$ cat src/rtl/tone_generator.sv
// Purpose : square-wave tone synthesiser with PWM volume envelope and output gating.
// Latency : square_wave follows a sampled tone by 1 edge; speaker_out lags square_wave by 1 cycle.
// Backpressure: none. tone is sampled only on IDLE cycles or half-period boundaries.
//
// Ports:
//   clk, rst        system clock, asynchronous active-high reset
//   tone            requested half-period in cycles (0 = silence)
//   output_enable   1 passes audio to speaker_out, 0 forces it low
//   volume          PWM duty level, duty = (volume+1)/2^VOL_WIDTH
//   square_wave     raw registered square wave
//   tone_active     high while a non-zero period is active
//   speaker_out     gated, volume-modulated registered audio
module tone_generator #(
    parameter int PERIOD_WIDTH = 24,
    parameter int VOL_WIDTH    = 3
) (
    input  logic                    clk,
    input  logic                    rst,
    input  logic [PERIOD_WIDTH-1:0] tone,
    input  logic                    output_enable,
    input  logic [VOL_WIDTH-1:0]    volume,
    output logic                    square_wave,
    output logic                    tone_active,
    output logic                    speaker_out
);

    localparam logic [VOL_WIDTH-1:0] PWM_LAST = {VOL_WIDTH{1'b1}};

    logic [PERIOD_WIDTH-1:0] active_period;
    logic [PERIOD_WIDTH-1:0] half_cnt;
    logic                    sq;
    logic [VOL_WIDTH-1:0]    pwm_cnt;
    logic [VOL_WIDTH-1:0]    vol_q;
    logic                    pwm_on;
    logic                    at_boundary;

    // Last cycle of the current half-period. Only meaningful while running.
    assign at_boundary = (half_cnt == active_period - PERIOD_WIDTH'(1));
    assign pwm_on      = (pwm_cnt <= vol_q);
    assign tone_active = (active_period != '0);
    assign square_wave = sq;

    // Pitch engine: the period register is reloaded only while idle or on a
    // half-period boundary, so a mid-half tone change can never shorten or
    // stretch the half already in progress.
    always_ff @(posedge clk or posedge rst) begin
        if (rst) begin
            active_period <= '0;
            half_cnt      <= '0;
            sq            <= 1'b0;
        end else if (active_period == '0) begin
            active_period <= tone;
            half_cnt      <= '0;
            sq            <= (tone != '0);
        end else if (at_boundary) begin
            active_period <= tone;
            half_cnt      <= '0;
            // A zero tone at the boundary ends the note after a full half.
            sq            <= (tone != '0) ? ~sq : 1'b0;
        end else begin
            half_cnt      <= half_cnt + PERIOD_WIDTH'(1);
        end
    end

    // Volume envelope: free-running frame; the duty level is latched on the
    // last cycle of a frame so a frame is never split between two levels.
    always_ff @(posedge clk or posedge rst) begin
        if (rst) begin
            pwm_cnt <= '0;
            vol_q   <= '0;
        end else begin
            pwm_cnt <= pwm_cnt + VOL_WIDTH'(1);
            if (pwm_cnt == PWM_LAST) begin
                vol_q <= volume;
            end
        end
    end

    // Output stage: enable gates only the pin, never the pitch phase.
    always_ff @(posedge clk or posedge rst) begin
        if (rst) begin
            speaker_out <= 1'b0;
        end else begin
            speaker_out <= output_enable & sq & pwm_on;
        end
    end

endmodule

$ cat config.mk
export PLATFORM = sky130hd
export DESIGN_NAME = tone_generator
export DESIGN_NICKNAME = d
export VERILOG_FILES = /design/src/rtl/tone_generator.sv
export SDC_FILE = /design/constraint.sdc
export NUM_CORES = 1
export LEC_CHECK = 0
export CAP_MARGIN = 20
export CORE_ASPECT_RATIO = 0.5
export CORE_MARGIN = 2
export CORE_UTILIZATION = 45
export CTS_BUF_LIST = sky130_fd_sc_hd__clkbuf_16
export CTS_CLUSTER_DIAMETER = 100
export CTS_CLUSTER_SIZE = 20
export DETAILED_ROUTE_END_ITERATION = 8
export GPL_ROUTABILITY_DRIVEN = 1
export GPL_TIMING_DRIVEN = 0
export MAX_ROUTING_LAYER = met4
export PLACE_DENSITY = 0.66
export SYNTH_ARGS = -nofsm -noshare
export SYNTH_HDL_FRONTEND = slang
export SYNTH_SLANG_ARGS = --single-unit
$ cat constraint.sdc
create_clock -name clk -period 7 [get_ports clk]
set_input_delay 1.05 -clock clk [delete_from_list [all_inputs] [get_ports clk]]
set_output_delay 1.05 -clock clk [all_outputs]
set_load 0.05 [all_outputs]
== After elaboration in Yosys (flattened, before gate mapping) ==
Index checks and enable logic that the tools add are counted.
W data, S select, Z words.
Word-level totals
  flip-flop bits (word level): 56
  bits of input ports: 30
  output and inout port bits: 3
  logic and storage cells: 26
Cells by class
  $add $sub $neg: 3
  magnitude comparators: 1
  equal/unequal tests: 2
  mux-type cells: 7
  bitwise gates (word level): 3
  reductions and logical operators: 4
Operator list (count)
  $mux W24: 4
  $reduce_bool A24 Y1: 2
  $add A24 B1 Y24 const B: 1
  $eq A24 B24 Y1: 1
  $logic_not A24 Y1: 1
  $sub A24 B1 Y24 const B: 1
  $add A3 B1 Y3 const B: 1
  $eq A3 B3 Y1 const B: 1
  $le A3 B3 Y1: 1
  $mux W1: 3
  $and A1 B1 Y1: 2
  $reduce_bool A2 Y1: 1
  $not A1 Y1: 1

== Logic depth before layout (Yosys ltp) ==
Gate-level depths: netlist of run 1.
  depth after elaboration: 4
  mapped depth: 14
  depth with buffers taken out: 10

== Worst setup path before layout of run 1 ==
Ideal clock, no wire load.
  kind: register to output
  start point: register active_period[0]
  end point: output tone_active
  arrival time: 2.524 ns
  data required time: 5.950 ns
  path slack: 3.426 ns
  cell stages (with the launch flop): 8
  buffers on the path: 2
  cell sequence: dfrtp_1 inv_1 ha_1 buf_2 or4b_1 buf_2 or4_1 or4_1
Between the ends
  longest elaborated chain between the ends: 1
Ends and longest elaborated chain
  from (decl): RTL line 29  | logic [PERIOD_WIDTH-1:0] active_period;
  from (signal assigned): RTL line 52  | active_period <= tone;
  from (signal assigned): RTL line 56  | active_period <= tone;
  $reduce_bool A24 Y1: RTL line 40  | assign tone_active = (active_period != '0);
  to (decl): RTL line 23  | output logic tone_active,
No other way between the ends.

== Final worst setup path of run 1 ==
Ends and elaborated chain as after synthesis.

==> summary.txt, run 1 <==
placed inst area -> 0.003919 mm2
most common cell in the netlist -> dfrtp_1
initial antenna violation count -> 0
CTS max path bufs -> 2
die height -> 65.99 um
CTS buffer count -> 5
Final #Nets -> 438
unrepaired setup endpoints after global routing -> false
WP buf/inv -> 4
DIE WIDTH -> 128.0 um
Critical R2R Capture -> half_cnt[15]
clock share of power -> 0.370
# diodes -> 0
Fin Setup TNS -> 0 ps
internal power -> 0.4976 mW
GP Congestion -> 0.9446
via-per-instance ratio -> 5.769
Clock Root Buffer -> clkbuf_16
Synth area leaders -> dfrtp_1 41%, xnor2_1 7.9%, xor2_1 5.8%
DRT iter0 DRCs -> 199
slowest stage delay, CP -> 740 ps
Syn Area/Cell -> 9.580 um2
Fmax achieved -> 0.2175 GHz
Hold Path Class -> reg2reg
sequential share of power -> 0.521
Setup Viol. Count Final -> 0
critical path required time -> 5950 ps
TritonCTS clock tree -> built
WL final -> 8431 um
area of the core -> 0.007377 mm2
clk sink count -> 56
Starting Density -> 0.4688
largest fanout on the critical path -> 7
crit share post-route -> 0.6569
CP Depth -> 8
power density over the cells -> 162.4 mW/mm2
worst-case vdd ir drop -> 89.81 uV
max cap viols -> 0
reg2reg start -> active_period[5]
number of enable flip-flop cells after synthesis -> 0
synthesized netlist net count -> 398
most common flop cell mapped by yosys -> dfrtp_1
post-route ant nets -> 0
met3 WL -> 455 um
Startpoint Class -> flip-flop
Place WS -> 2751 ps
fin worst setup slack -> 2402 ps
Crit-path slowest cell -> clkdlybuf4s50_1
status -> finished clean
synth unique cells -> 50
LEAKAGE -> 1.665 nW
final instance area -> 0.004055 mm2
Total GRT Usage -> 0.2216
Worst Setup End Kind -> output port
final hold violation count -> 0
Post-DP HPWL -> 6471 um
met1 wire length -> 4171 um
Synth Register Bits -> 56
Worst Setup EP -> tone_active
post-DR wirelength/cell -> 16.93 um
worst slew pin tran -> 784.4 ps
Comb pwr share -> 0.109
DRT Pass-1 Iters -> 4
storage element area -> 0.001401 mm2
post-synth top area cell -> dfrtp_1
I/O pin count -> 33
R2R Setup Slk -> 3140 ps
port buffer count -> 32
cts repair resizes -> 0
Cell Area, Synth -> 0.003458 mm2
worst setup path start -> active_period[0]
Post-Layout Cell Count -> 498
CP cell instances -> inv_1 > ha_1 > buf_2 > or4b_1 > buf_2 > or4_1 > or4_1 > clkdlybuf4s50_1
area of the multi-input gates -> 0.001943 mm2
Top Family by Delay on Critical Path -> simple AND/OR/NAND/NOR gates
commonest cells in the netlist -> 56 x dfrtp_1, 43 x nor2_1, 31 x xnor2_1, 23 x xor2_1, 16 x nand2_1
Sw Ratio -> 0.2445
via count -> 2873
worst endpoint data arrival time -> 3550 ps
max_slew headroom -> 0.4723
worst-skew pair later-pin latency -> 300 ps
Synth top area share -> 0.4052
uppermost routed layer -> met4
Area Overhead vs Synth -> 17.26%
wire length on met2 -> 3754 um
Setup Fix Bufs, Post-CTS -> 0
Worst R2R Path Depth -> 11
row count -> 22
cells after synthesis -> 361
Remaining DRCs -> 0
Synth warnings -> 0
ys async rst share -> 1.000
Congestion Overflow GR -> 0
CP Class -> reg2out
post-synthesis sequential area ratio -> 0.4052
crit path time final -> 4598 ps
vias in the first global route -> 2844
clock slew at reported path FFs -> 70 ps
share of cells above drive strength 1 -> 0.08955
hold_buf cts -> 0
clk_skew -> 9.017 ps
Switching Power -> 0.1610 mW
count of pins over their slew limit -> 0
WHS -> 464.1 ps
Layout fillers -> 664
first-pass GRT wire length -> 14100 um
largest net degree at the start of global routing -> 31
H-tree lvl count -> 2
die footprint -> 0.008445 mm2
Placed Cells -> 490
==> worst min-delay path by stage <==
stage,from,endpoint,cells after the start
2_1_floorplan,pwm_cnt[0],pwm_cnt[0],1
3_3_place_gp,pwm_cnt[0],pwm_cnt[0],1
3_5_place_dp,pwm_cnt[0],pwm_cnt[0],1
4_1_cts,pwm_cnt[0],pwm_cnt[0],1
5_1_grt,pwm_cnt[0],pwm_cnt[0],1
6_report,pwm_cnt[0],pwm_cnt[0],1
==> flip-flops by register name, summed over array words and instances (netlist names) <==
register and flops:
active_period 24, half_cnt 24, pwm_cnt 3, vol_q 3
speaker_out 1, square_wave 1
==> metrics by stage <==
| step | util | total power [mW] |
|---|---|---|
| finish | 0.5497 | 0.6585 |
| global route | 0.5497 | 0.6856 |
| CTS | 0.5497 | 0.6629 |
| detailed placement | 0.5312 | 0.4205 |
| global placement | 0.5285 | 0.4166 |
| floorplan | - | 0.3871 |
==> cell type report <==
type | instances | share of cell area
timing repair buffer | 33 | 0.08392
clock inverter | 3 | 0.002777
multi-input combinational | 279 | 0.4792
tap | 96 | 0.02962
sequential | 56 | 0.3456
buffer | 14 | 0.01697
clock buffer | 5 | 0.03085
inverter | 12 | 0.01111
==> logic make-up (layout without fill, tap and decap cells) <==
group                    after synthesis  in the layout  synth area share
AND/OR/NAND/NOR                      155            155            0.2460
multiplexers                          22             22           0.07091
flip-flops                            56             56            0.4052
XOR/XNOR                              54             54            0.1368
adder cells (fa/ha/maj)                7              7           0.02532
buffers and inverters                 26             67           0.03292
AO/OA/AOI/OAI                         41             41           0.08286
==> power groups by stage <==
stage          Clock, mW  Sequential [mW]  Combinational [mW]
2_1_floorplan          0            0.347              0.0400
3_5_place_dp           0            0.349              0.0713
6_report           0.244            0.343              0.0715
3_3_place_gp           0            0.349              0.0678
4_1_cts            0.248            0.343              0.0718
5_1_grt            0.262            0.345              0.0789
==> cell usage in the layout, fill, tap and decap left out, drive strengths merged, types with 2 or more instances in the layout <==
master,synthesis,layout
o21ai,7,7
a21oi,6,6
a31oi,3,3
dfrtp,56,56
nor4,15,15
a21o,3,3
nor3,14,14
nand3b,3,3
nor2b,3,3
and4bb,2,2
nand2,16,16
mux2,20,20
o22ai,3,3
clkbuf,7,12
o41ai,2,2
o21a,2,2
buf,7,8
or4,6,6
or2,5,5
nand3,15,15
ha,7,7
xor2,23,23
xnor2,31,31
o2111ai,2,2
nand4,13,13
and4,2,2
clkdlybuf4s50,0,32
inv,12,14
or3,9,9
and3,5,5
mux2i,2,2
a22o,6,6
nor2,43,43
==> layer usage <==
| layer | vias up | track usage |
|---|---|---|
| li1 | 1376 | - |
| met1 | 1429 | 0.3021 |
| met2 | 63 | 0.3529 |
| met3 | 5 | 0.04369 |
| met4 | 0 | 0.03709 |
| met5 | - | - |
(Power assumes the default switching activity.)
==> inputs of run 2 (changes only) <==
Settings changed: PLACE_DENSITY 0.66 to 0.69.
Clock period 7 ns to 3.9 ns, I/O delays scaled along.
==> run 2 against run 1 <==
  * Via count rose by 1.1%
  * Critical path depth rose by 4
  * Register-to-register slack got worse by 2900 ps
  * Count of clock-buffer cells in the layout did not move
  * Core utilization rose by 0.47 points
  * Global-route usage rose by 0.60 points
  * First-iteration DRC count fell by 28%
  * Critical endpoint is now active_period[13]
  * Worst setup slack got worse by 2200 ps
  * Final area rose by 0.86%
  * Highest routed layer unchanged
  * Total power rose by 83%
==> summary.txt, run 2 (synthesis gave the netlist of run 1 again) <==
status -> finished clean (unchanged)
Critical R2R Capture -> active_period[13] (was half_cnt[15])
met1 wire length -> 4032 um (was 4171 um)
DRT Pass-1 Iters -> 5 (was 4)
Setup Viol. Count Final -> 0 (unchanged)
min-delay src -> pwm_cnt[0] (unchanged)
R2R Setup Slk -> 200 ps (was 3140 ps)
post-route ant nets -> 0 (unchanged)
Placed Cells -> 490 (unchanged)
Core Util, Final -> 0.5544 (was 0.5497)
TritonCTS clock tree -> built (unchanged)
I/O pin count -> 33 (unchanged)
H-tree lvl count -> 2 (unchanged)
WL final -> 8489 um (was 8431 um)
met3 WL -> 563 um (was 455 um)
share of cells above drive strength 1 -> 0.1070 (was 0.08955)
max cap viols -> 0 (unchanged)
clock slew at reported path FFs -> 80 ps (was 70 ps)
count of pins over their slew limit -> 0 (unchanged)
CTS buffer count -> 5 (unchanged)
Crit path top cell by count -> buf_2
Starting Density -> 0.4688 (unchanged)
CTS max path bufs -> 2 (unchanged)
power density over the cells -> 294.3 mW/mm2 (was 162.4 mW/mm2)
worst hold path endpoint -> pwm_cnt[0] (unchanged)
Layout fillers -> 674 (was 664)
worst-case vdd ir drop -> 175.8 uV (was 89.81 uV)
via-per-instance ratio -> 5.835 (was 5.769)
# diodes -> 0 (unchanged)
vias in the first global route -> 2927 (was 2844)
final hold violation count -> 0 (unchanged)
worst slew pin tran -> 735.4 ps (was 784.4 ps)
DIE WIDTH -> 128.0 um (unchanged)
hold_buf cts -> 0 (unchanged)
initial antenna violation count -> 0 (unchanged)
Post-DP HPWL -> 6648 um (was 6471 um)
critical path required time -> 4090 ps (was 5950 ps)
Congestion Overflow GR -> 0 (unchanged)
Worst R2R Path Depth -> 12 (was 11)
crit share post-route -> 0.9491
first-pass GRT wire length -> 14430 um (was 14100 um)
Worst Setup End Kind -> flip-flop (was output port)
placed inst area -> 0.003926 mm2 (was 0.003919 mm2)
port buffer count -> 32 (unchanged)
Total GRT Usage -> 0.2276 (was 0.2216)
post-DR wirelength/cell -> 17.05 um (was 16.93 um)
die footprint -> 0.008445 mm2 (unchanged)
Crit-path slowest cell -> or4b_1 (was clkdlybuf4s50_1)
crit path time final -> 3701 ps
CP cell instances -> inv_1 > ha_1 > buf_2 > or4b_1 > buf_2 > or3_4 > o21a_1 > or4_1 > or3_1 > and4bb_1 > nand4_4 > a22o_1 (was inv_1 > ha_1 > buf_2 > or4b_1 > buf_2 > or4_1 > or4_1 > clkdlybuf4s50_1)
Fmax achieved -> 0.2702 GHz
die height -> 65.99 um (unchanged)
reg2reg start -> active_period[0] (was active_period[5])
commonest non-fill, non-tap cells in the layout -> 56 x dfrtp_1, 43 x nor2_1, 31 x xnor2_1, 31 x clkdlybuf4s50_1, 23 x xor2_1 (was 56 x dfrtp_1, 43 x nor2_1, 32 x clkdlybuf4s50_1, 31 x xnor2_1, 23 x xor2_1)
GP Congestion -> 0.9192 (was 0.9446)
largest net degree at the start of global routing -> 34 (was 31)
worst endpoint data arrival time -> 3890 ps (was 3550 ps)
area of the core -> 0.007377 mm2 (unchanged)
largest fanout on the critical path -> 7 (unchanged)
DRT iter0 DRCs -> 143 (was 199)
most common cell after layout, fill and taps aside -> dfrtp_1 (unchanged)
Power Total -> 1.204 mW (was 0.6585 mW)
clk sink count -> 56 (unchanged)
Hold Path Depth -> 1 (unchanged)
LEAKAGE -> 1.669 nW (was 1.665 nW)
Final #Nets -> 438 (unchanged)
CP Class -> reg2reg (was reg2out)
wire length on met2 -> 3773 um (was 3754 um)
Fin Setup TNS -> 0 ps (unchanged)
Post-Layout Cell Count -> 498 (unchanged)
worst-skew pair later-pin latency -> 300 ps (about the same)
slowest stage delay, CP -> 460 ps (was 740 ps)
Startpoint Class -> flip-flop (unchanged)
via count -> 2906 (was 2873)
Clock Root Buffer -> clkbuf_16 (unchanged)
Remaining DRCs -> 0 (unchanged)
biggest regs -> active_period (24), half_cnt (24) (unchanged)
uppermost routed layer -> met4 (unchanged)
Hold Path Class -> reg2reg (unchanged)
final instance area -> 0.004090 mm2 (was 0.004055 mm2)
Area Overhead vs Synth -> 18.27% (was 17.26%)
row count -> 22 (unchanged)
max_slew headroom -> 0.5052 (was 0.4723)
clk_skew -> 9.322 ps (was 9.017 ps)
[run 2: changes by cell type in the layout (fill, tap and decap cells not counted), sizes merged]
cell,previous run,this run
inv,14,13
clkbuf,12,13
clkdlybuf4s50,32,31
clkinv,1,2
[run 2: area by class of cell]
| class | count | area [um2] | share of cell area |
|---|---|---|---|
| buffer | 14 | 72.57 | 0.01774 |
| clock buffer | 5 | 125.1 | 0.03059 |
| clock inverter | 3 | 22.52 | 0.005506 |
| inverter | 12 | 45.04 | 0.01101 |
| multi-input combinational | 279 | 1961 | 0.4794 |
| sequential | 56 | 1401 | 0.3426 |
| tap | 96 | 120.1 | 0.02937 |
| timing repair buffer | 33 | 342.8 | 0.08382 |
[run 2: worst max path at each step]
stage | from | endpoint | slack (ps) | depth (start not counted)
6_report | active_period[0] | active_period[13] | 200 | 12
4_1_cts | active_period[0] | tone_active | 0.5 | 8
5_1_grt | active_period[0] | half_cnt[16] | -20 | 14
2_1_floorplan | active_period[0] | active_period[13] | 550 | 12
3_5_place_dp | active_period[0] | tone_active | 60 | 8
3_3_place_gp | active_period[0] | tone_active | 130 | 8
[run 2: metal layers]
| metal | vias to the layer above | GRT usage |
|---|---|---|
| met5 | - | - |
| met2 | 88 | 0.3509 |
| met1 | 1428 | 0.3060 |
| li1 | 1377 | - |
| met3 | 13 | 0.05178 |
| met4 | 0 | 0.06181 |
[run 2: metrics by stage]
stage          setup WS, ps  hold WS [ps]
2_1_floorplan         545.5         418.2
4_1_cts              0.4836         486.6
6_report              198.6         483.2
3_3_place_gp          133.7         436.2
5_1_grt              -24.46         501.5
3_5_place_dp          64.77         468.7
[run 2: where the power goes]
| part | switching [mW] | leakage [nW] | internal, mW |
|---|---|---|---|
| registers | 0.0208 | 0.699 | 0.595 |
| clock network | 0.215 | 0.0742 | 0.241 |
| logic | 0.0656 | 0.896 | 0.0664 |
[run 2: critical path, delay by kind of cell (launching register included)]
kind,cells,cell delay (ps)
compound gates,2,400
fa+ha+maj,1,140
buf+inv,3,450
flops,1,440
simple gates,6,2160
[run 2: what timing repair did]
action | 4_1_cts | 5_1_grt
gates cloned | 0 | 0
gates resized for setup | 1 | 6
setup buffers | 0 | 0
endpoints found under the setup margin | 1 | 42
pin swaps | 0 | 1
==> inputs of run 3 (changes only) <==
Settings changed: GPL_TIMING_DRIVEN 0 to unset.
==> run 3 against run 2 <==
  * Non-clock buffer count fell by 8
  * Final area fell by 0.76%
  * Clock skew barely moved
  * Worst hold slack got worse by 27 ps
  * Die area did not move
  * Critical path depth fell by 2
  * Via count fell by 3.8%
  * Wire length fell by 3.4%
  * Sequential power barely moved
  * Global-route usage fell by 0.96 points
  * Sequential cell count did not move
  * Core utilization fell by 0.42 points
  * Critical endpoint is now active_period[8]
  * Highest routed layer unchanged
==> summary.txt, run 3 (synthesis gave the netlist of run 1 again) <==
clk_skew -> 9.367 ps (was 9.322 ps)
CTS max path bufs -> 2 (unchanged)
initial antenna violation count -> 0 (unchanged)
Worst Setup EP -> active_period[8] (was active_period[13])
Power Total -> 1.175 mW (was 1.204 mW)
Placed Cells -> 482 (was 490)
WL final -> 8197 um (was 8489 um)
# diodes -> 0 (unchanged)
Starting Density -> 0.4688 (unchanged)
post-DR wirelength/cell -> 16.76 um (was 17.05 um)
worst-case vdd ir drop -> 217.0 uV (was 175.8 uV)
clk sink count -> 56 (unchanged)
clock slew at reported path FFs -> 70 ps (was 80 ps)
hold_buf cts -> 0 (unchanged)
Total GRT Usage -> 0.2180 (was 0.2276)
Hold Path Class -> reg2reg (unchanged)
Setup Fix Bufs, Post-CTS -> 0 (unchanged)
H-tree lvl count -> 2 (unchanged)
Congestion Overflow GR -> 0 (unchanged)
cts repair resizes -> 0 (was 1)
crit path time final -> 3700 ps (was 3701 ps)
area of the core -> 0.007377 mm2 (unchanged)
most common cell after layout, fill and taps aside -> dfrtp_1 (unchanged)
DRT iter0 DRCs -> 229 (was 143)
R2R Setup Slk -> 200 ps (about the same)
Remaining DRCs -> 0 (unchanged)
post-route ant nets -> 0 (unchanged)
CTS buffer count -> 5 (unchanged)
critical path required time -> 4070 ps (was 4090 ps)
unrepaired setup endpoints after global routing -> false
Post-DP HPWL -> 6339 um (was 6648 um)
area of the multi-input gates -> 0.001943 mm2 (was 0.001961 mm2)
die footprint -> 0.008445 mm2 (unchanged)
Fin Setup TNS -> 0 ps (unchanged)
Final #Nets -> 430 (was 438)
Area Overhead vs Synth -> 17.37% (was 18.27%)
TritonCTS clock tree -> built (unchanged)
CP Class -> reg2reg (unchanged)
worst setup path start -> active_period[0] (unchanged)
Worst Setup End Kind -> flip-flop (unchanged)
via count -> 2795 (was 2906)
Post-Layout Cell Count -> 489 (was 498)
Layout fillers -> 677 (was 674)
Hold Path Depth -> 1 (unchanged)
LEAKAGE -> 1.658 nW (was 1.669 nW)
power density over the cells -> 289.4 mW/mm2 (was 294.3 mW/mm2)
largest net degree at the start of global routing -> 32 (was 34)
max_slew headroom -> 0.5276 (was 0.5052)
largest fanout on the critical path -> 23 (was 7)
worst endpoint data arrival time -> 3870 ps (was 3890 ps)
port buffer count -> 32 (unchanged)
commonest non-fill, non-tap cells in the layout -> 56 x dfrtp_1, 43 x nor2_1, 31 x xnor2_1, 31 x clkdlybuf4s50_1, 23 x xor2_1 (unchanged)
max cap viols -> 0 (unchanged)
Clock Root Buffer -> clkbuf_16 (unchanged)
Fmax achieved -> 0.2702 GHz (about the same)
first-pass GRT wire length -> 13860 um (was 14430 um)
DIE WIDTH -> 128.0 um (unchanged)
GP Congestion -> 0.9144 (was 0.9192)
worst-skew pair later-pin latency -> 290 ps (was 300 ps)
Setup Viol. Count Final -> 0 (unchanged)
I/O pin count -> 33 (unchanged)
status -> finished clean (unchanged)
vias in the first global route -> 2738 (was 2927)
Startpoint Class -> flip-flop (unchanged)
Core Util, Final -> 0.5502 (was 0.5544)
via-per-instance ratio -> 5.716 (was 5.835)
final hold violation count -> 0 (unchanged)
die height -> 65.99 um (unchanged)
Critical R2R Capture -> active_period[8] (was active_period[13])
storage element area -> 0.001401 mm2 (unchanged)
biggest regs -> active_period (24), half_cnt (24) (unchanged)
share of cells above drive strength 1 -> 0.09415 (was 0.1070)
reg2reg start -> active_period[0] (unchanged)
count of pins over their slew limit -> 0 (unchanged)
crit share post-route -> 0.9488 (was 0.9491)
row count -> 22 (unchanged)
DRT Pass-1 Iters -> 4 (was 5)
Worst R2R Path Depth -> 10 (was 12)
worst slew pin tran -> 707.6 ps (was 735.4 ps)
## run 3: cell count changes in the layout (fill, tap and decap cells not counted), moves of 2 or more
cell	previous run	this run
buf_4	2	5
buf_12	0	2
nor4_2	3	1
buf_2	4	0
nor4_1	12	14
clkbuf_1	7	0
## run 3: worst min path at each step
stage	from	endpoint	slack [ps]
after detailed placement	pwm_cnt[0]	pwm_cnt[0]	460
after floorplan	pwm_cnt[0]	pwm_cnt[0]	420
after global routing	pwm_cnt[0]	pwm_cnt[0]	490
final	pwm_cnt[0]	pwm_cnt[0]	460
after global placement	pwm_cnt[0]	pwm_cnt[0]	440
after CTS	pwm_cnt[0]	pwm_cnt[0]	460
## run 3: routing by layer
layer	up-vias	GRT usage	wire length (um)
li1	1360	-	-
met1	1348	0.3013	4090
met2	77	0.3369	3616
met3	10	0.04288	401
met4	0	0.04670	88
met5	-	-	0
## run 3: report_power, final
part / switching [mW] / internal (mW)
Clock: 0.197 / 0.232
Combinational: 0.0616 / 0.0663
Sequential: 0.0225 / 0.596
## run 3: worst max-delay path, stage by stage (launching register included)
cell	delay (ps)
dfrtp_1	440
inv_1	80
ha_1	300
or4b_1	620
or3_4	420
and4bb_2	310
xnor2_1	80
nor4_1	420
a41o_1	360
buf_12	200
mux2_2	350
## run 3: cell type report
cell class | count | area share
tap | 96 | 0.02959
timing repair buffer | 39 | 0.1023
multi-input combinational | 279 | 0.4787
clock inverter | 2 | 0.002158
inverter | 12 | 0.01110
sequential | 56 | 0.3453
clock buffer | 5 | 0.03083
## run 3: stage by stage
stage          hold WS (ps)  setup slack (ps)  area (um2)
2_1_floorplan         418.2             545.5        3458
3_3_place_gp          437.6             369.0        3897
3_5_place_dp          462.6             240.4        3925
4_1_cts               457.7             202.4        4059
5_1_grt               488.1             35.19        4059
6_report              456.1             199.6        4059
